File: src/rtl/mxnbit_set_packer_pkg.sv
// Shared definitions for the mXn-bit sequential blocks: state encodings and sizing helpers.
package mxnbit_set_packer_pkg;

    localparam int STATE_W = 2;

    typedef enum logic [STATE_W-1:0] {
        COLLECT = 2'd0,
        HOLD    = 2'd1,
        DRAIN   = 2'd2
    } packerState_e;

    // Width of a slot index for a given number of sets; never narrower than one bit.
    function automatic int idxWidth(input int sets);
        return (sets > 1) ? $clog2(sets) : 1;
    endfunction

endpackage

File: src/rtl/mxnbit_set_counter.sv
// Modulo-SETS slot counter with synchronous clear, enable and terminal-count flag.
module mxnbit_set_counter
    import mxnbit_set_packer_pkg::*;
#(
    parameter int SETS  = 2,
    parameter int IDX_W = idxWidth(SETS)
) (
    input  logic             clk,
    input  logic             rst,
    input  logic             clear_i,
    input  logic             enable_i,
    output logic [IDX_W-1:0] count_o,
    output logic             terminal_o
);

    localparam logic [IDX_W-1:0] LAST_IDX = IDX_W'(SETS - 1);

    logic [IDX_W-1:0] count_q;
    logic [IDX_W-1:0] count_d;

    // Next count: clear wins over enable, and the terminal value wraps back to zero.
    always_comb begin
        count_d = count_q;
        if (clear_i) begin
            count_d = '0;
        end else if (enable_i) begin
            count_d = (count_q == LAST_IDX) ? '0 : count_q + 1'b1;
        end
    end

    // Count register with synchronous reset.
    always_ff @(posedge clk) begin
        if (rst) begin
            count_q <= '0;
        end else begin
            count_q <= count_d;
        end
    end

    assign count_o    = count_q;
    assign terminal_o = (count_q == LAST_IDX);

endmodule

File: src/rtl/mxnbit_set_packer.sv
// Packs a frame of WIDTH-bit sets into one SETS*WIDTH word, flagging short and overlong frames.
module mxnbit_set_packer
    import mxnbit_set_packer_pkg::*;
#(
    parameter int WIDTH = 4,
    parameter int SETS  = 2
) (
    input  logic                  clk,
    input  logic                  rst,
    input  logic [WIDTH-1:0]      in_set,
    input  logic                  in_valid,
    input  logic                  in_last,
    output logic                  in_ready,
    output logic [SETS*WIDTH-1:0] out_packed,
    output logic                  out_valid,
    input  logic                  out_ready,
    output logic                  out_short,
    output logic                  out_long
);

    localparam int IDX_W = idxWidth(SETS);
    localparam int BUF_W = SETS * WIDTH;

    if (SETS < 2) begin : g_badSets
        $error("mxnbit_set_packer: SETS must be at least 2");
    end

    packerState_e     state_q;
    packerState_e     state_d;
    logic [BUF_W-1:0] packedBuf_q;
    logic [BUF_W-1:0] packedBuf_d;
    logic             short_q;
    logic             short_d;
    logic             long_q;
    logic             long_d;
    logic             drainPending_q;
    logic             drainPending_d;

    logic             cntClear;
    logic             cntEnable;
    logic [IDX_W-1:0] slotIdx;
    logic             slotIsLast;

    mxnbit_set_counter #(
        .SETS  (SETS),
        .IDX_W (IDX_W)
    ) u_setCounter (
        .clk        (clk),
        .rst        (rst),
        .clear_i    (cntClear),
        .enable_i   (cntEnable),
        .count_o    (slotIdx),
        .terminal_o (slotIsLast)
    );

    // Next-state logic: fill slots while collecting, present the word while holding,
    // and swallow the tail of an overlong frame while draining.
    always_comb begin
        state_d        = state_q;
        packedBuf_d    = packedBuf_q;
        short_d        = short_q;
        long_d         = long_q;
        drainPending_d = drainPending_q;
        cntClear       = 1'b0;
        cntEnable      = 1'b0;
        unique case (state_q)
            COLLECT: begin
                if (in_valid) begin
                    packedBuf_d[int'(slotIdx) * WIDTH +: WIDTH] = in_set;
                    cntEnable = 1'b1;
                    if (in_last || slotIsLast) begin
                        state_d        = HOLD;
                        short_d        = in_last && !slotIsLast;
                        long_d         = !in_last && slotIsLast;
                        drainPending_d = !in_last && slotIsLast;
                    end
                end
            end
            HOLD: begin
                if (out_ready) begin
                    packedBuf_d = '0;
                    short_d     = 1'b0;
                    long_d      = 1'b0;
                    cntClear    = 1'b1;
                    state_d     = drainPending_q ? DRAIN : COLLECT;
                end
            end
            DRAIN: begin
                if (in_valid && in_last) begin
                    state_d        = COLLECT;
                    drainPending_d = 1'b0;
                end
            end
            default: begin
                state_d = COLLECT;
            end
        endcase
    end

    // State and datapath registers; reset abandons any partial frame.
    always_ff @(posedge clk) begin
        if (rst) begin
            state_q        <= COLLECT;
            packedBuf_q    <= '0;
            short_q        <= 1'b0;
            long_q         <= 1'b0;
            drainPending_q <= 1'b0;
        end else begin
            state_q        <= state_d;
            packedBuf_q    <= packedBuf_d;
            short_q        <= short_d;
            long_q         <= long_d;
            drainPending_q <= drainPending_d;
        end
    end

    assign in_ready   = !rst && (state_q != HOLD);
    assign out_valid  = !rst && (state_q == HOLD);
    assign out_packed = packedBuf_q;
    assign out_short  = short_q;
    assign out_long   = long_q;

endmodule
File: config.mk
export PLATFORM = sky130hd
export DESIGN_NAME = mxnbit_set_packer
export DESIGN_NICKNAME = d
export VERILOG_FILES = /design/src/rtl/mxnbit_set_packer_pkg.sv /design/src/rtl/mxnbit_set_counter.sv /design/src/rtl/mxnbit_set_packer.sv
export SDC_FILE = /design/constraint.sdc
export NUM_CORES = 1
export LEC_CHECK = 0
export BUFFER_PORTS_ARGS = -buffer_cell sky130_fd_sc_hd__buf_2
export CORE_MARGIN = 3
export CORE_UTILIZATION = 43
export CTS_CLUSTER_DIAMETER = 60
export DETAILED_ROUTE_END_ITERATION = 6
export PLACE_DENSITY = 0.7
export SYNTH_ARGS = -nofsm -noshare
export SYNTH_HDL_FRONTEND = slang
export SYNTH_SLANG_ARGS = --single-unit
File: constraint.sdc
create_clock -name clk -period 1.55 [get_ports clk]
set_input_delay 0.31 -clock clk [delete_from_list [all_inputs] [get_ports clk]]
set_output_delay 0.31 -clock clk [all_outputs]
set_load 0.05 [all_outputs]
==> flow_metrics.env, run 1 <==
export IMPL_cts_root_buffer="clkbuf_4"
export IMPL_wl_per_cell_um=13.17
export IMPL_cts_tree="yes"
export IMPL_rsz0062_at_grt="false"
export IMPL_core_um2=1334
export IMPL_p_leak_uw=0.0003484
export IMPL_synth_top_cells_by_area="dfxtp_1 45%, a22o_1 11%, nor2b_1 7.0%"
export IMPL_post_route_min_period_ns=1.465
export IMPL_met1_length_um=603
export IMPL_start_util_pct=46.90
export IMPL_hold_buffers=0
export IMPL_powerDensity_nw_per_um2=1059
export IMPL_holdPathEnd="drainPending_q"
export IMPL_antenna_cells=0
export IMPL_grt_max_degree=16
export IMPL_ys_seq_elements=14
export IMPL_cp_num_buf_inv=1
export IMPL_syn_nets=70
export IMPL_synthCells=61
export IMPL_viasPerCell=5.276
export IMPL_slowest_delay_ns=0.46
export IMPL_status="finished, final reports clean"
export IMPL_whs_path_depth=2
export IMPL_reg2reg_slack_ns=0.27
export IMPL_area_growth_pct=24.20
export IMPL_routed_top_layer="met4"
export IMPL_synth_ff_type="dfxtp_1"
export IMPL_io_pins=21
export IMPL_synth_top_cells_by_count="14 x dfxtp_1, 8 x a22o_1, 7 x nor2b_1"
export IMPL_cts_buffers=3
export IMPL_route_met2_wl_um=586
export IMPL_reg2reg_from="state_q[1]"
export IMPL_worstPathCellList="nor2b_1 -> nor2_1 -> clkbuf_4"
export IMPL_cp_start_kind="register"
export IMPL_cts_clk_slew_worst_paths_ns=0.08
export IMPL_reg2reg_to="out_packed[6]"
export IMPL_cp_end_kind="primary output"
export IMPL_fmax_mhz=682.5
export IMPL_htreeDepth=1
export IMPL_worst_pin_slew_ns=0.4020
export IMPL_p_total_uw=822.7
export IMPL_io_buffers=20
export IMPL_required_ns=1.24
export IMPL_drt_wl_total_um=1291
export IMPL_drtIter0Drc=3
export IMPL_fillers=122
export IMPL_vias=517
export IMPL_max_clock_path_buffers=2
export IMPL_dr_pass1_iters=5
export IMPL_nNetsFinal=93
export IMPL_placementRows=13
export IMPL_peakVddDrop_uv=750.3
export IMPL_hold_class="primary input to register"
export IMPL_grt_pass1_wl_um=2076
export IMPL_drive_above_1_share_pct=38.55
export IMPL_drtAntennaViolNets=0
export IMPL_overflow=0
export IMPL_setup_viol=0
export IMPL_grt_usage_pct=14.54
export IMPL_wl_met3_um=79
export IMPL_worst_path_max_delay_cell="dfxtp_2"
export IMPL_ys_types=27
export IMPL_synth_edff_count=0
export IMPL_setup_tns_ns=0
export IMPL_cts_sinks=14
export IMPL_synth_top_cell_area_share_pct=44.80
export IMPL_fp_dieW_um=44.14
export IMPL_crit_fanout=10
export IMPL_clk_latency_ns=0.27
export IMPL_drc=0
export IMPL_synth_area_um2=625.6
export IMPL_finClkSkew_ns=0.001145
export IMPL_maxSlewHeadroom_pct=73.09
export IMPL_avgSynthCellArea_um2=10.26
export IMPL_yosys_warnings=0
export IMPL_gp_congestion=0.7810
export IMPL_critical_path_class="register to primary output"
export IMPL_ys_seq_area_share_pct=44.80
export IMPL_dieHeight_um=44.14
export IMPL_die_area_um2=1948
export IMPL_hold_violations=0
export IMPL_cap_violations=0
export IMPL_drv_slew=0
export IMPL_min_from="in_last"
export IMPL_grt_antenna_before_repair=0
export IMPL_grt_pass1_vias=465
export IMPL_crit_family="flip-flops"
export IMPL_synth_largest_area_cell="dfxtp_1"
export IMPL_synth_most_common_cell="dfxtp_1"
export IMPL_synthArstFlopShare_pct=0
export IMPL_period_share_pct=94.53
export IMPL_cp_arrival_ns=1.16
export IMPL_reg2reg_depth=4
-- routing by layer --
layer  track usage, %  up-vias
li1                 -      272
met1            17.79      232
met2            22.38       11
met3            6.504        2
met4            5.422        0
met5                0        -
-- layout by cell type, fill, tap and decap left out, types with 2 or more instances in the layout --
cell type / synthesis / layout
a21oi_1: 3 / 3
a22o_1: 8 / 8
and2_1: 2 / 2
buf_2: 1 / 19
clkbuf_4: 0 / 4
dfxtp_1: 14 / 12
nand2_1: 2 / 2
nor2_1: 4 / 4
nor2b_1: 7 / 7
-- sequential cells by signal, summed over array words and instances, names as in the netlist --
name,count
out_packed,8
state_q,2
drainPending_q,1
out_long,1
out_short,1
u_setCounter.count_o,1
-- final cells by class --
class,count,area (µm²),area share (%)
multi-input cells,43,322.8,41.55
flip-flops and latches,14,285.3,36.72
repair buffers,21,110.1,14.17
well taps,15,18.77,2.415
inverters,1,3.754,0.4831
clock buffers,4,36.28,4.670
-- power breakdown --
group / internal (µW) / leakage [µW] / switching (µW)
Sequential: 380 / 0.000116 / 17.0
Clock: 143 / 0.0000210 / 106
Combinational: 61.3 / 0.000212 / 116
Total: 584 / 0.000348 / 239
-- through the flow --
stage	area [µm²]	instances	hold slack, ns	util [%]	worst slack (ns)
final	777.0	98	0.2559	58.26	0.08486
after global routing	777.0	98	0.2562	58.26	0.004612
after CTS	772.0	98	0.2499	57.88	0.05088
after detailed placement	733.2	94	0.4574	54.97	0.2207
after global placement	733.2	94	0.4586	54.97	0.2358
after floorplan	630.6	61	0.4056	-	0.07015
-- worst max path at each step --
stage | cells past startpoint | from | to | slack (ns)
3_3_place_gp | 4 | state_q[1] | out_short | 0.24
4_1_cts | 3 | state_q[0] | in_ready | 0.05
2_1_floorplan | 2 | state_q[0] | in_ready | 0.07
6_report | 3 | state_q[1] | in_ready | 0.08
5_1_grt | 3 | state_q[1] | in_ready | 0.005
3_5_place_dp | 5 | in_valid | out_packed[6] | 0.22
-- cells by family (layout without fill, tap and decap cells) --
kind of cell           after synthesis  after routing  share of synthesized area, %
AND/OR/NAND/NOR                     27             27                         30.80
AO/OA/AOI/OAI                       16             16                         20.00
flip-flops                          14             14                         44.80
buffers and inverters                4             26                         4.399
-- repair_timing --
action | CTS | global route
resized for setup | 2 | 2
setup endpoints to repair | 2 | 1
setup buffers | 0 | 0
hold endpoints to repair | 0 | 0
Note: power is estimated with default switching activity, not from simulation.
==> run 2, diff against run 1 <==
--- a/config.mk
+++ b/config.mk
@@ -10,7 +10,9 @@
 export CORE_UTILIZATION = 43
 export CTS_CLUSTER_DIAMETER = 60
 export DETAILED_ROUTE_END_ITERATION = 6
+export GPL_TIMING_DRIVEN = 0
 export PLACE_DENSITY = 0.7
+export SETUP_SLACK_MARGIN = 0.2
 export SYNTH_ARGS = -nofsm -noshare
 export SYNTH_HDL_FRONTEND = slang
 export SYNTH_SLANG_ARGS = --single-unit
==> run 2 against run 1 <==
Largest cell class unchanged. Highest routed layer unchanged. Die area is the same. First-iteration DRC count rose to 5.0 times the previous value. Core utilization grew 9.3 points. Register-to-register slack worse by 0.05 ns. Maximum frequency increased by 5.7%. Clock power rose by 5%. Via count rose by 12%. Cell area is 16% higher. Sequential share of layout area fell by 5.0 points. Critical endpoint is now out_valid.
==> flow_metrics.env, run 2 (synthesis results as in run 1) <==
export IMPL_p_leak_uw=0.0004353
export IMPL_crit_top_cell="buf_6"
export IMPL_seq_area_um2=285.3
export IMPL_reg2reg_from="state_q[1]"
export IMPL_viasPerCell=5.198
export IMPL_holdPathEnd="drainPending_q"
export IMPL_io_buffers=20
export IMPL_antenna_cells=0
export IMPL_cp_num_buf_inv=2
export IMPL_slowest_delay_ns=0.32
export IMPL_pwr_share_clk_pct=30.0
export IMPL_cts_tree="yes"
export IMPL_overflow=0
export IMPL_reg2reg_slack_ns=0.22
export IMPL_final_core_util_pct=67.54
export IMPL_crit_fanout=7
export IMPL_largest_reg_flops=8
export IMPL_status="finished, final reports clean"
export IMPL_rsz0062_at_grt="true"
export IMPL_final_cell_mix="19 x buf_2, 12 x dfxtp_1, 11 x buf_4, 8 x a22o_1, 6 x nor2b_1"
export IMPL_htreeDepth=1
export IMPL_grt_max_degree=11
export IMPL_start_util_pct=46.90
export IMPL_core_um2=1334
export IMPL_switchingPower_uw=257.8
export IMPL_reg2reg_depth=5
export IMPL_worstPathCellList="buf_6 -> nor3b_2 -> buf_6"
export IMPL_fp_dieW_um=44.14
export IMPL_io_pins=21
export IMPL_grt_antenna_before_repair=0
export IMPL_dieHeight_um=44.14
export IMPL_cts_root_buffer="clkbuf_4"
export IMPL_setup_viol=0
export IMPL_vias=577
export IMPL_cts_clk_slew_worst_paths_ns=0.08
export IMPL_area_growth_pct=44.00
export IMPL_reg2reg_to="out_packed[6]"
export IMPL_drv_slew=0
export IMPL_layout_commonest_cell="buf_2"
export IMPL_nNetsFinal=106
export IMPL_cp_end_kind="primary output"
export IMPL_period_share_pct=89.42
export IMPL_max_clock_path_buffers=2
export IMPL_cts_sinks=14
export IMPL_cp_arrival_ns=1.08
export IMPL_maxSlewHeadroom_pct=80.75
export IMPL_pwr_share_comb_pct=24.6
export IMPL_crit_family="flip-flops"
export IMPL_setup_tns_ns=0
export IMPL_cap_violations=0
export IMPL_fillers=110
export IMPL_die_area_um2=1948
export IMPL_drtAntennaViolNets=0
export IMPL_wl_per_cell_um=12.60
export IMPL_clk_latency_ns=0.28
export IMPL_post_route_min_period_ns=1.386
export IMPL_min_from="in_last"
export IMPL_hold_class="primary input to register"
export IMPL_grt_pass1_vias=479
export IMPL_grt_usage_pct=15.17
export IMPL_hold_violations=0
export IMPL_drt_wl_total_um=1399
export IMPL_drive_above_1_share_pct=47.92
export IMPL_dr_pass1_iters=4
export IMPL_gp_congestion=0.7460
export IMPL_finClkSkew_ns=0.001147
export IMPL_powerDensity_nw_per_um2=963.2
export IMPL_whs_path_depth=2
export IMPL_p_int_uw=609.9
export IMPL_multi_input_area_um2=332.8
export IMPL_seq_power_share_pct=45.4
export IMPL_drtIter0Drc=15
export IMPL_required_ns=1.24
export IMPL_cp_start_kind="register"
export IMPL_worst_path_max_delay_cell="dfxtp_2"
export IMPL_drc=0
export IMPL_cts_buffers=3
export IMPL_peakVddDrop_uv=612.1
export IMPL_worst_pin_slew_ns=0.2875
export IMPL_grt_pass1_wl_um=2194
export IMPL_fmax_mhz=721.5
export IMPL_critical_path_class="register to primary output"
export IMPL_swShare_pct=29.71
export IMPL_dp_hpwl_um=951.2
export IMPL_placementRows=13
## run 2: cell types whose count changed in the layout (fill, tap and decap cells not counted), sizes merged
cell          change
clkbuf            -1
dlymetal6s2s      +1
buf              +13
## run 2: worst max path at each step
stage	startpoint	to	slack [ns]	depth (start not counted)
after detailed placement	rst	out_valid	0.16	4
after CTS	state_q[1]	out_valid	0.16	3
after global placement	rst	out_valid	0.16	4
after floorplan	state_q[0]	out_valid	0.08	1
after global routing	state_q[1]	out_valid	0.13	3
final	state_q[1]	out_valid	0.16	3
## run 2: final cells by class
class | count | area share, %
multi-input cells | 43 | 36.94
flip-flops and latches | 14 | 31.67
repair buffers | 31 | 22.22
clock buffers | 4 | 4.028
plain buffers | 3 | 2.639
well taps | 15 | 2.083
inverters | 1 | 0.4167
## run 2: power by group through the flow
stage                     Combinational (µW)  Clock, µW  Sequential, µW
final                                    213        261             394
after detailed placement                 179          0             405
after floorplan                         82.8          0             455
after CTS                                191        267             395
after global placement                   178          0             404
after global routing                     227        283             398
## run 2: through the flow
stage	instance area (µm²)	cells	hold slack [ns]	total power (µW)	setup WS, ns
3_5_place_dp	752.0	96	0.4581	583.4	0.1571
4_1_cts	838.3	104	0.2500	853.4	0.1615
5_1_grt	900.9	111	0.2662	907.6	0.1279
3_3_place_gp	752.0	96	0.4520	582.3	0.1581
2_1_floorplan	633.1	61	0.4056	538.2	0.08400
6_report	900.9	111	0.2563	867.7	0.1641
## run 2: per-layer routing
| layer | up-vias | part of all wire [%] | GRT usage (%) |
|---|---|---|---|
| li1 | 294 | - | - |
| met1 | 263 | 49 | 20.90 |
| met2 | 18 | 45 | 22.09 |
| met3 | 2 | 4.9 | 3.659 |
| met4 | 0 | 0.93 | 7.229 |
| met5 | - | 0 | 0 |
## run 2: repair_timing
item                       CTS  global route
hold buffers                 0             0
pin swaps                    1             2
resized for setup            8             1
buffers inserted             4             7
setup endpoints to repair    2             8
